`config.mk`:
```
export PLATFORM = sky130hd
export DESIGN_NAME = ladybird_bus_router_flat
export DESIGN_NICKNAME = d
export VERILOG_FILES = /design/src/rtl/ladybird_bus_router_if.sv /design/src/rtl/ladybird_bus_router.sv /design/src/flat_wrapper.sv
export SDC_FILE = /design/constraint.sdc
export NUM_CORES = 1
export LEC_CHECK = 0
export BUFFER_PORTS_ARGS = -buffer_cell sky130_fd_sc_hd__buf_2
export CAP_MARGIN = 0
export CORE_AREA = 4 4 135 137
export DETAILED_ROUTE_END_ITERATION = 8
export DIE_AREA = 0 0 139 141
export MAX_ROUTING_LAYER = met4
export SLEW_MARGIN = 20
export SYNTH_ARGS = -nofsm -noshare
export SYNTH_HDL_FRONTEND = slang
export SYNTH_SLANG_ARGS = --single-unit
export TNS_END_PERCENT = 100
```
`constraint.sdc`:
```
create_clock -name clk -period 2.8 [get_ports clk]
set_input_delay 0 -clock clk [delete_from_list [all_inputs] [get_ports clk]]
set_output_delay 0 -clock clk [all_outputs]
set_load 0.005 [all_outputs]
```
`src/rtl/ladybird_bus_router_if.sv`:
```
// Bus bundle between the core initiator, the router and its N_TARGET targets.
// master = initiator and target side of the environment, slave = the router.
interface ladybird_bus_router_if #(
    parameter int N_TARGET = 5,
    parameter int ADDR_W   = 32,
    parameter int DATA_W   = 32
);
    logic                             i_req_valid;
    logic                             i_req_ready;
    logic [ADDR_W-1:0]                i_req_addr;
    logic [DATA_W-1:0]                i_req_wdata;
    logic [DATA_W/8-1:0]              i_req_wstrb;
    logic                             i_req_write;
    logic                             i_resp_valid;
    logic                             i_resp_ready;
    logic [DATA_W-1:0]                i_resp_data;
    logic                             i_resp_error;
    logic [N_TARGET-1:0]              t_req_valid;
    logic [N_TARGET-1:0]              t_req_ready;
    logic [ADDR_W-1:0]                t_req_addr;
    logic [DATA_W-1:0]                t_req_wdata;
    logic [DATA_W/8-1:0]              t_req_wstrb;
    logic                             t_req_write;
    logic [N_TARGET-1:0]              t_resp_valid;
    logic [N_TARGET-1:0]              t_resp_ready;
    logic [N_TARGET-1:0][DATA_W-1:0]  t_resp_data;

    modport master (
        output i_req_valid, i_req_addr, i_req_wdata, i_req_wstrb, i_req_write, i_resp_ready,
        output t_req_ready, t_resp_valid, t_resp_data,
        input  i_req_ready, i_resp_valid, i_resp_data, i_resp_error,
        input  t_req_valid, t_req_addr, t_req_wdata, t_req_wstrb, t_req_write, t_resp_ready
    );

    modport slave (
        input  i_req_valid, i_req_addr, i_req_wdata, i_req_wstrb, i_req_write, i_resp_ready,
        input  t_req_ready, t_resp_valid, t_resp_data,
        output i_req_ready, i_resp_valid, i_resp_data, i_resp_error,
        output t_req_valid, t_req_addr, t_req_wdata, t_req_wstrb, t_req_write, t_resp_ready
    );
endinterface

```
`src/rtl/ladybird_bus_router.sv`:
```
// Region-table address router from one initiator to N_TARGET targets, in-order responses.
// Latency: zero-cycle combinational request and response paths; error responses one cycle after accept.
// Backpressure: request stalls on selected target ready or MAX_OUTSTANDING in flight; non-head responses stall.
module ladybird_bus_router #(
    parameter int                              N_TARGET        = 5,
    parameter int                              ADDR_W          = 32,
    parameter int                              DATA_W          = 32,
    parameter int                              REGION_BITS     = 4,
    parameter logic [N_TARGET*REGION_BITS-1:0] REGION_TABLE    = {4'h9, 4'h8, 4'h0, 4'hF, 4'hE},
    parameter logic [N_TARGET-1:0]             REGION_EN       = 5'b11011,
    parameter int                              DEFAULT_TARGET  = 2,
    parameter int                              MAX_OUTSTANDING = 4
) (
    input logic                  clk,
    input logic                  nrst,
    ladybird_bus_router_if.slave bus
);
    localparam int SEL_W = $clog2(N_TARGET + 1);
    localparam int PTR_W = (MAX_OUTSTANDING > 1) ? $clog2(MAX_OUTSTANDING) : 1;
    localparam int CNT_W = $clog2(MAX_OUTSTANDING + 1);

    logic [REGION_BITS-1:0] tag;
    logic [SEL_W-1:0]       sel;
    logic                   sel_err;

    logic [SEL_W-1:0]       ord_mem [MAX_OUTSTANDING];
    logic [PTR_W-1:0]       wr_ptr;
    logic [PTR_W-1:0]       rd_ptr;
    logic [CNT_W-1:0]       count;
    logic                   full;
    logic                   empty;
    logic                   push;
    logic                   pop;
    logic [SEL_W-1:0]       head;
    logic                   head_err;

    assign tag = bus.i_req_addr[ADDR_W-1 -: REGION_BITS];

    // Entry 0 sits in the most significant slice of REGION_TABLE; walking down keeps the lowest match.
    always_comb begin
        sel = SEL_W'(DEFAULT_TARGET);
        for (int i = N_TARGET - 1; i >= 0; i--) begin
            if (REGION_EN[i] && (tag == REGION_TABLE[(N_TARGET-1-i)*REGION_BITS +: REGION_BITS]))
                sel = SEL_W'(i);
        end
    end

    assign sel_err = (int'(sel) >= N_TARGET);
    assign full    = (count == CNT_W'(MAX_OUTSTANDING));
    assign empty   = (count == '0);
    assign head    = ord_mem[rd_ptr];
    assign head_err = (int'(head) >= N_TARGET);

    // Full depends only on registered count, so i_resp_ready never reaches i_req_ready.
    always_comb begin
        bus.t_req_valid = '0;
        bus.i_req_ready = 1'b0;
        if (nrst && !full) begin
            if (sel_err) begin
                bus.i_req_ready = 1'b1;
            end else begin
                for (int i = 0; i < N_TARGET; i++) begin
                    if (sel == SEL_W'(i)) begin
                        bus.t_req_valid[i] = bus.i_req_valid;
                        bus.i_req_ready    = bus.t_req_ready[i];
                    end
                end
            end
        end
    end

    assign bus.t_req_addr  = bus.i_req_addr;
    assign bus.t_req_wdata = bus.i_req_wdata;
    assign bus.t_req_wstrb = bus.i_req_wstrb;
    assign bus.t_req_write = bus.i_req_write;

    always_comb begin
        bus.i_resp_valid = 1'b0;
        bus.i_resp_data  = '0;
        bus.i_resp_error = 1'b0;
        bus.t_resp_ready = '0;
        if (!empty) begin
            if (head_err) begin
                bus.i_resp_valid = 1'b1;
                bus.i_resp_error = 1'b1;
            end else begin
                for (int i = 0; i < N_TARGET; i++) begin
                    if (head == SEL_W'(i)) begin
                        bus.i_resp_valid    = bus.t_resp_valid[i];
                        bus.i_resp_data     = bus.t_resp_data[i];
                        bus.t_resp_ready[i] = bus.i_resp_ready;
                    end
                end
            end
        end
    end

    assign push = bus.i_req_valid && bus.i_req_ready;
    assign pop  = bus.i_resp_valid && bus.i_resp_ready;

    function automatic logic [PTR_W-1:0] next_ptr(input logic [PTR_W-1:0] p);
        return (p == PTR_W'(MAX_OUTSTANDING - 1)) ? '0 : p + 1'b1;
    endfunction

    always_ff @(posedge clk or negedge nrst) begin
        if (!nrst) begin
            wr_ptr <= '0;
            rd_ptr <= '0;
            count  <= '0;
        end else begin
            if (push) wr_ptr <= next_ptr(wr_ptr);
            if (pop)  rd_ptr <= next_ptr(rd_ptr);
            case ({push, pop})
                2'b10:   count <= count + 1'b1;
                2'b01:   count <= count - 1'b1;
                default: count <= count;
            endcase
        end
    end

    always_ff @(posedge clk) begin
        if (push) ord_mem[wr_ptr] <= sel;
    end
endmodule

```
`src/flat_wrapper.sv`:
```
// flat-port wrapper written by rule: the top's interface ports become plain ports
module ladybird_bus_router_flat 
#(
    parameter int                              N_TARGET        = 5,
    parameter int                              ADDR_W          = 32,
    parameter int                              DATA_W          = 32,
    parameter int                              REGION_BITS     = 4,
    parameter logic [N_TARGET*REGION_BITS-1:0] REGION_TABLE    = {4'h9, 4'h8, 4'h0, 4'hF, 4'hE},
    parameter logic [N_TARGET-1:0]             REGION_EN       = 5'b11011,
    parameter int                              DEFAULT_TARGET  = 2,
    parameter int                              MAX_OUTSTANDING = 4
)
  (clk, nrst, bus_i_req_valid, bus_i_req_addr, bus_i_req_wdata, bus_i_req_wstrb, bus_i_req_write, bus_i_resp_ready, bus_t_req_ready, bus_t_resp_valid, bus_t_resp_data, bus_i_req_ready, bus_i_resp_valid, bus_i_resp_data, bus_i_resp_error, bus_t_req_valid, bus_t_req_addr, bus_t_req_wdata, bus_t_req_wstrb, bus_t_req_write, bus_t_resp_ready);
  ladybird_bus_router_if #(.N_TARGET(N_TARGET), .ADDR_W(ADDR_W), .DATA_W(DATA_W)) bus_i ();
  input logic clk;
  input logic nrst;
  input wire logic [$bits(bus_i.i_req_valid)-1:0] bus_i_req_valid;
  input wire logic [$bits(bus_i.i_req_addr)-1:0] bus_i_req_addr;
  input wire logic [$bits(bus_i.i_req_wdata)-1:0] bus_i_req_wdata;
  input wire logic [$bits(bus_i.i_req_wstrb)-1:0] bus_i_req_wstrb;
  input wire logic [$bits(bus_i.i_req_write)-1:0] bus_i_req_write;
  input wire logic [$bits(bus_i.i_resp_ready)-1:0] bus_i_resp_ready;
  input wire logic [$bits(bus_i.t_req_ready)-1:0] bus_t_req_ready;
  input wire logic [$bits(bus_i.t_resp_valid)-1:0] bus_t_resp_valid;
  input wire logic [$bits(bus_i.t_resp_data)-1:0] bus_t_resp_data;
  output wire logic [$bits(bus_i.i_req_ready)-1:0] bus_i_req_ready;
  output wire logic [$bits(bus_i.i_resp_valid)-1:0] bus_i_resp_valid;
  output wire logic [$bits(bus_i.i_resp_data)-1:0] bus_i_resp_data;
  output wire logic [$bits(bus_i.i_resp_error)-1:0] bus_i_resp_error;
  output wire logic [$bits(bus_i.t_req_valid)-1:0] bus_t_req_valid;
  output wire logic [$bits(bus_i.t_req_addr)-1:0] bus_t_req_addr;
  output wire logic [$bits(bus_i.t_req_wdata)-1:0] bus_t_req_wdata;
  output wire logic [$bits(bus_i.t_req_wstrb)-1:0] bus_t_req_wstrb;
  output wire logic [$bits(bus_i.t_req_write)-1:0] bus_t_req_write;
  output wire logic [$bits(bus_i.t_resp_ready)-1:0] bus_t_resp_ready;
  assign bus_i.i_req_valid = bus_i_req_valid;
  assign bus_i.i_req_addr = bus_i_req_addr;
  assign bus_i.i_req_wdata = bus_i_req_wdata;
  assign bus_i.i_req_wstrb = bus_i_req_wstrb;
  assign bus_i.i_req_write = bus_i_req_write;
  assign bus_i.i_resp_ready = bus_i_resp_ready;
  assign bus_i.t_req_ready = bus_t_req_ready;
  assign bus_i.t_resp_valid = bus_t_resp_valid;
  assign bus_i.t_resp_data = bus_t_resp_data;
  assign bus_i_req_ready = bus_i.i_req_ready;
  assign bus_i_resp_valid = bus_i.i_resp_valid;
  assign bus_i_resp_data = bus_i.i_resp_data;
  assign bus_i_resp_error = bus_i.i_resp_error;
  assign bus_t_req_valid = bus_i.t_req_valid;
  assign bus_t_req_addr = bus_i.t_req_addr;
  assign bus_t_req_wdata = bus_i.t_req_wdata;
  assign bus_t_req_wstrb = bus_i.t_req_wstrb;
  assign bus_t_req_write = bus_i.t_req_write;
  assign bus_t_resp_ready = bus_i.t_resp_ready;
  ladybird_bus_router #(.N_TARGET(N_TARGET), .ADDR_W(ADDR_W), .DATA_W(DATA_W), .REGION_BITS(REGION_BITS), .REGION_TABLE(REGION_TABLE), .REGION_EN(REGION_EN), .DEFAULT_TARGET(DEFAULT_TARGET), .MAX_OUTSTANDING(MAX_OUTSTANDING)) u_core (.clk(clk), .nrst(nrst), .bus(bus_i));
endmodule
```
==> out/metrics.yaml, run 1 <==
grt_pass1_wl_um: 18700
wl_um: 12400
fin_crit_sh: 0.974
slowest_delay_ps: 570
slew_headroom: 0.618
route.detailed.drc: 0
netlist_area_sq_um: 3050
first_iter_violations: 197
die_x_um: 139
top_layer_used: "met4"
tns_ps: 0
dp_hpwl_um: 10200
grt_pass1_vias: 3406
nNetsFinal: 800
area_delta_synth_final_pct: 32.8
worst_setup_path_start_kind: "flop"
place_congestion: 0.889
clk_latency_ps: 250
postSynthNetCount: 653
slowest_stage: "mux4_2"
cts_buffer_depth: 2
antenna_found_initial: 3
stdcell_count: 777
crit_path_max_fanout: 3
cts_buffers: 3
status: "finished clean"
ir_drop_v: 0.000306
crit_chain: "mux4_2 -> mux2_4 -> o221ai_4 -> a221oi_4 -> ha_2 -> inv_2 -> fa_2 -> xor2_1 -> nor2_1 -> xor2_1"
synth_top_cell_by_area: "buf_4"
cts_sinks: 19
clk_pin_slew_worst_paths_ps: 50
crit_required_ps: 2930
overflow: 0
yosys_warnings: 0
synth_edf_count: 12
cts_tree: "built"
synthTopCellsByArea: "buf_4, mux2_2, edfxtp_1"
synthArstFlopShare: 0.368
antenna_left: 0
vias: 3404
ys_seq_area_frac: 0.176
clock-root-buffer: "clkbuf_16"
start_util: 0.179
die_h_um: 141
cap_violations: 0
synth.avg_cell_area_sq_um: 7.56
viasPerCell: 4.38
end_kind: "flop"
io_buffers: 226
period_needed_ps: 2730
h-tree-depth: 1
grt_start_max_net_pins: 38
powerDensity_nw_per_um2: 832
fmax_mhz: 367
dp.cells: 768
dr_wl_met3_um: 1400
rsz0062_at_grt: "true"
dieArea_sq_um: 19600
grt_use_total: 0.120
design.core.area_sq_um: 17100
layout-drive-gt1-share: 0.536
leakagePower_uw: 0.00187
synth_cells: 403
path_common_cell: "xor2_1"
synth_top_flop_cell: "edfxtp_1"
ys_types: 36
critical_path_class: "flop to flop"
wl_met1_um: 4920
yosys.area.top_type_share: 0.170
wl_per_cell_um: 16.0
num_rows: 48
finClkSkew_ps: 1.28
synth_common_cells: "buf_4, nand2_1, o21ai_0"
min_path_type: "primary input to output pin"
critical_path_arrival_ps: 2860
hold_violations: 0
wl_met2_um: 5830
firstDrtPassIters: 5
pin_count: 357
slew_violations: 0
setup_violations: 0
tightest_slew_ps: 568
synth-seq-cells: 19
where the power goes:
group | switching [uW] | internal, uW
registers | 66.2 | 364
clock network | 97.5 | 193
logic | 1430 | 1210
placed cells by master, fill, tap and decap left out, drive strengths merged, types with 4 or more instances in the layout:
cell type / synthesis / layout
edfxtp: 12 / 12
inv: 10 / 10
o21ai: 65 / 65
nor3: 5 / 5
a31oi: 32 / 32
mux2: 37 / 37
nor2: 18 / 18
ha: 6 / 6
nand2b: 6 / 6
nand2: 69 / 69
buf: 81 / 239
clkbuf: 17 / 4
nand3: 4 / 4
and2: 7 / 7
mux4: 5 / 5
dfrtp: 7 / 7
layer usage:
metal / vias up / GRT usage
li1: 1634 / -
met3: 20 / 0.0455
met2: 217 / 0.195
met1: 1533 / 0.143
met4: 0 / 0.0283
met5: - / -
worst max-delay path, delay by kind of cell, from the launching register on:
kind	cells	cell delay, ps
multiplexers	2	810
adder cells (fa/ha/maj)	2	560
AO/OA/AOI/OAI	2	420
flip-flops	1	410
XOR/XNOR	2	290
AND/OR/NAND/NOR	1	60
buffers and inverters	1	40
state kept, by name, summed over array words and instances, names as in the netlist:
register	count
u_core.count	3
u_core.ord_mem	12
u_core.rd_ptr	2
u_core.wr_ptr	2
repair_timing:
item | CTS | global route
hold buffers | 1 | 0
gates resized for setup | 0 | 1
endpoints found under the setup margin | 0 | 1
buffers inserted | 0 | 1
hold endpoints to repair | 7 | 0
final timing paths:
check | startpoint | to | slack [ps] | cells after the start
setup / recovery | u_core.rd_ptr[0] | u_core.count[2] | 70 | 10
hold / removal | bus_i_req_addr[7] | bus_t_req_addr[7] | 0.002 | 0
setup reg to reg | u_core.rd_ptr[0] | u_core.count[2] | 70 | 10
hold reg to reg | u_core.count[0] | u_core.count[0] | 490 | 1
max in group asynchronous | nrst | u_core.count[2] | 2450 | 2
min in group asynchronous | nrst | u_core.wr_ptr[0] | 150 | 2
kinds of logic (layout without fill, tap and decap cells):
group                    count (synthesis)  after routing  share of synthesized area
AO/OA/AOI/OAI                          106            106                      0.208
AND/OR/NAND/NOR                        115            115                      0.163
other                                    0              3                          0
adder cells (fa/ha/maj)                  7              7                     0.0312
flip-flops                              19             19                      0.176
multiplexers                            45             45                      0.187
buffers and inverters                  108            254                      0.227
XOR/XNOR                                 3              3                    0.00862
stage by stage:
| stage | hold WS (ps) | area, sq um | utilization | power, uW | setup WS (ps) |
|---|---|---|---|---|---|
| global route | 0.00795 | 4050 | 0.237 | 3700 | -54.7 |
| finish | 0.00197 | 4050 | 0.237 | 3370 | 72.0 |
| CTS | 0.0346 | 4030 | 0.236 | 3400 | 43.8 |
| detailed placement | -120 | 3940 | 0.231 | 3090 | 60.9 |
| global placement | -121 | 3940 | 0.231 | 3080 | 103 |
| floorplan | -296 | 3050 | - | 2170 | 7.35 |
layout make-up:
type,count,area [sq um]
clock buffers,4,78.8
multi-input cells,276,1830
inverters,10,37.5
fillers,1885,13000
repair buffers,240,1280
diodes,3,7.51
well taps,225,282
flip-flops and latches,19,536
Note: power is estimated with default switching activity, not from simulation.
==> inputs of run 2 (changes only) <==
CELL_PAD_IN_SITES_DETAIL_PLACEMENT = 0   (was unset)
CELL_PAD_IN_SITES_GLOBAL_PLACEMENT = 2   (was unset)
CORE_AREA = 4 4 153 155   (was 4 4 135 137)
DIE_AREA = 0 0 157 159   (was 0 0 139 141)
PLACE_DENSITY_LB_ADDON = 0.1   (was unset)
REMOVE_ABC_BUFFERS = 1   (was unset)
==> out/metrics.yaml, run 2 (synthesis gave the netlist of run 1 again) <==
status: "finished clean"
grt_pass1_vias: 3595
cts_sinks: 19
wl_um: 19000
vias: 3546
critical_path_arrival_ps: 2890
p_seq_frac: 0.121
crit_required_ps: 2970
crit_chain: "mux4_2 -> mux2_4 -> o221ai_4 -> a221oi_4 -> ha_2 -> inv_2 -> fa_2 -> xor2_1 -> nor2_1 -> xor2_1"
overflow: 0
firstDrtPassIters: 4
slowest_stage: "mux4_2"
antenna_found_initial: 3
cts_setup_buffers: 0
fin_util: 0.190
viasPerCell: 4.24
cts_tree: "built"
min_path_type: "primary input to output pin"
slew_headroom: 0.640
first_iter_violations: 120
critical_path_class: "flop to flop"
final_cell_area_sq_um: 4140
top_regs: "u_core.ord_mem: 12 flops, u_core.count: 3 flops"
cts_buffer_depth: 2
grt_pass1_wl_um: 25600
place_congestion: 0.747
comb_power_share: 0.795
num_rows: 54
clock-root-buffer: "clkbuf_16"
dieArea_sq_um: 25000
tightest_slew_ps: 540
finClkSkew_ps: 3.76
path_common_cell: "xor2_1"
die_h_um: 159
start_util: 0.140
switchingPower_uw: 1710
ir_drop_v: 0.000275
design.core.area_sq_um: 21800
fmax_mhz: 367
area_delta_synth_final_pct: 35.9
layout_common_cells: "buf_2, nand2_1, o21ai_0, mux2_2, a31oi_1"
crit_path_max_fanout: 3
fillers: 2499
hold_violations: 0
wl_per_cell_um: 22.8
powerDensity_nw_per_um2: 843
slew_violations: 0
leakagePower_uw: 0.00189
nNetsFinal: 803
layout-drive-gt1-share: 0.540
setup_violations: 0
period_needed_ps: 2730
grt_use_total: 0.143
intPower_uw: 1780
p_sw_frac: 0.490
worst_setup_path_start_kind: "flop"
largest_reg_flops: 12
grt_start_max_net_pins: 38
slowest_delay_ps: 570
rsz0062_at_grt: "true"
clk_pin_slew_worst_paths_ps: 50
fin_crit_sh: 0.974
clk_latency_ps: 250
pin_count: 357
cts_buffers: 3
dp_hpwl_um: 15200
cap_violations: 0
place_area_sq_um: 4040
crit_family: "multiplexers"
clkPwrFrac: 0.084
largest-register: "u_core.ord_mem"
antenna_left: 0
die_x_um: 157
end_kind: "flop"
h-tree-depth: 1
route.detailed.drc: 0
final_common_cell: "buf_2"
io_buffers: 226
worst-path-buf-inv: 1
-- run 2: cell count changes in the layout (fill, tap and decap cells not counted), sizes merged --
cell | before | now
buf | 239 | 242
clkbuf | 4 | 3
clkinv | 0 | 1
diode | 3 | 4
-- run 2: per-stage QoR --
step	setup TNS, ps	hold WS, ps	worst slack [ps]	power (uW)	instances
after global routing	-100	0.0333	-100	3830	835
after CTS	0	0.0381	8.25	3600	832
after global placement	0	-112	51.3	3300	827
final	0	0.0429	73.2	3490	836
after detailed placement	0	-108	38.0	3290	827
after floorplan	-474	-296	-327	1940	305
-- run 2: final cells by class --
type	instances	area (sq um)	area share
Multi-Input combinational cell	276	1830	0.442
Timing Repair Buffer	243	1300	0.314
Sequential cell	19	536	0.129
Tap cell	280	350	0.0846
Clock buffer	3	75.1	0.0181
Inverter	10	37.5	0.00906
Antenna cell	4	10.0	0.00242
Clock inverter	1	5.00	0.00121
-- run 2: final timing paths --
check                                         from                 end  slack [ps]  cells after the start
worst max-delay path              u_core.rd_ptr[0]     u_core.count[2]          70                     10
worst min-delay path            bus_i_req_wdata[9]  bus_t_req_wdata[9]        0.04                      0
worst max register to register    u_core.rd_ptr[0]     u_core.count[2]          70                     10
worst min register to register     u_core.count[2]     u_core.count[2]         500                      1
max in group asynchronous                     nrst     u_core.count[1]        2430                      2
min in group asynchronous                     nrst    u_core.wr_ptr[0]         150                      2
-- run 2: power by group through the flow --
stage                     clock [uW]  sequential, uW  combinational [uW]
after floorplan                    0             432                1510
after global placement             0             430                2870
after detailed placement           0             428                2860
after CTS                        306             424                2870
after global routing             315             435                3080
final                            293             423                2780
-- run 2: what timing repair did --
action	CTS	global route
hold buffers	1	0
endpoints found under the setup margin	0	1
resized for setup	0	3
hold endpoints to repair	7	0
-- run 2: metal layers --
layer  part of all wire  GRT usage  wire [um]  vias up
met5                  0          -          0        -
met4             0.0032     0.0130         61        0
met3               0.18      0.110       3480        4
met2               0.38      0.184       7200      283
met1               0.44      0.182       8310     1619
li1                   -          -          -     1640
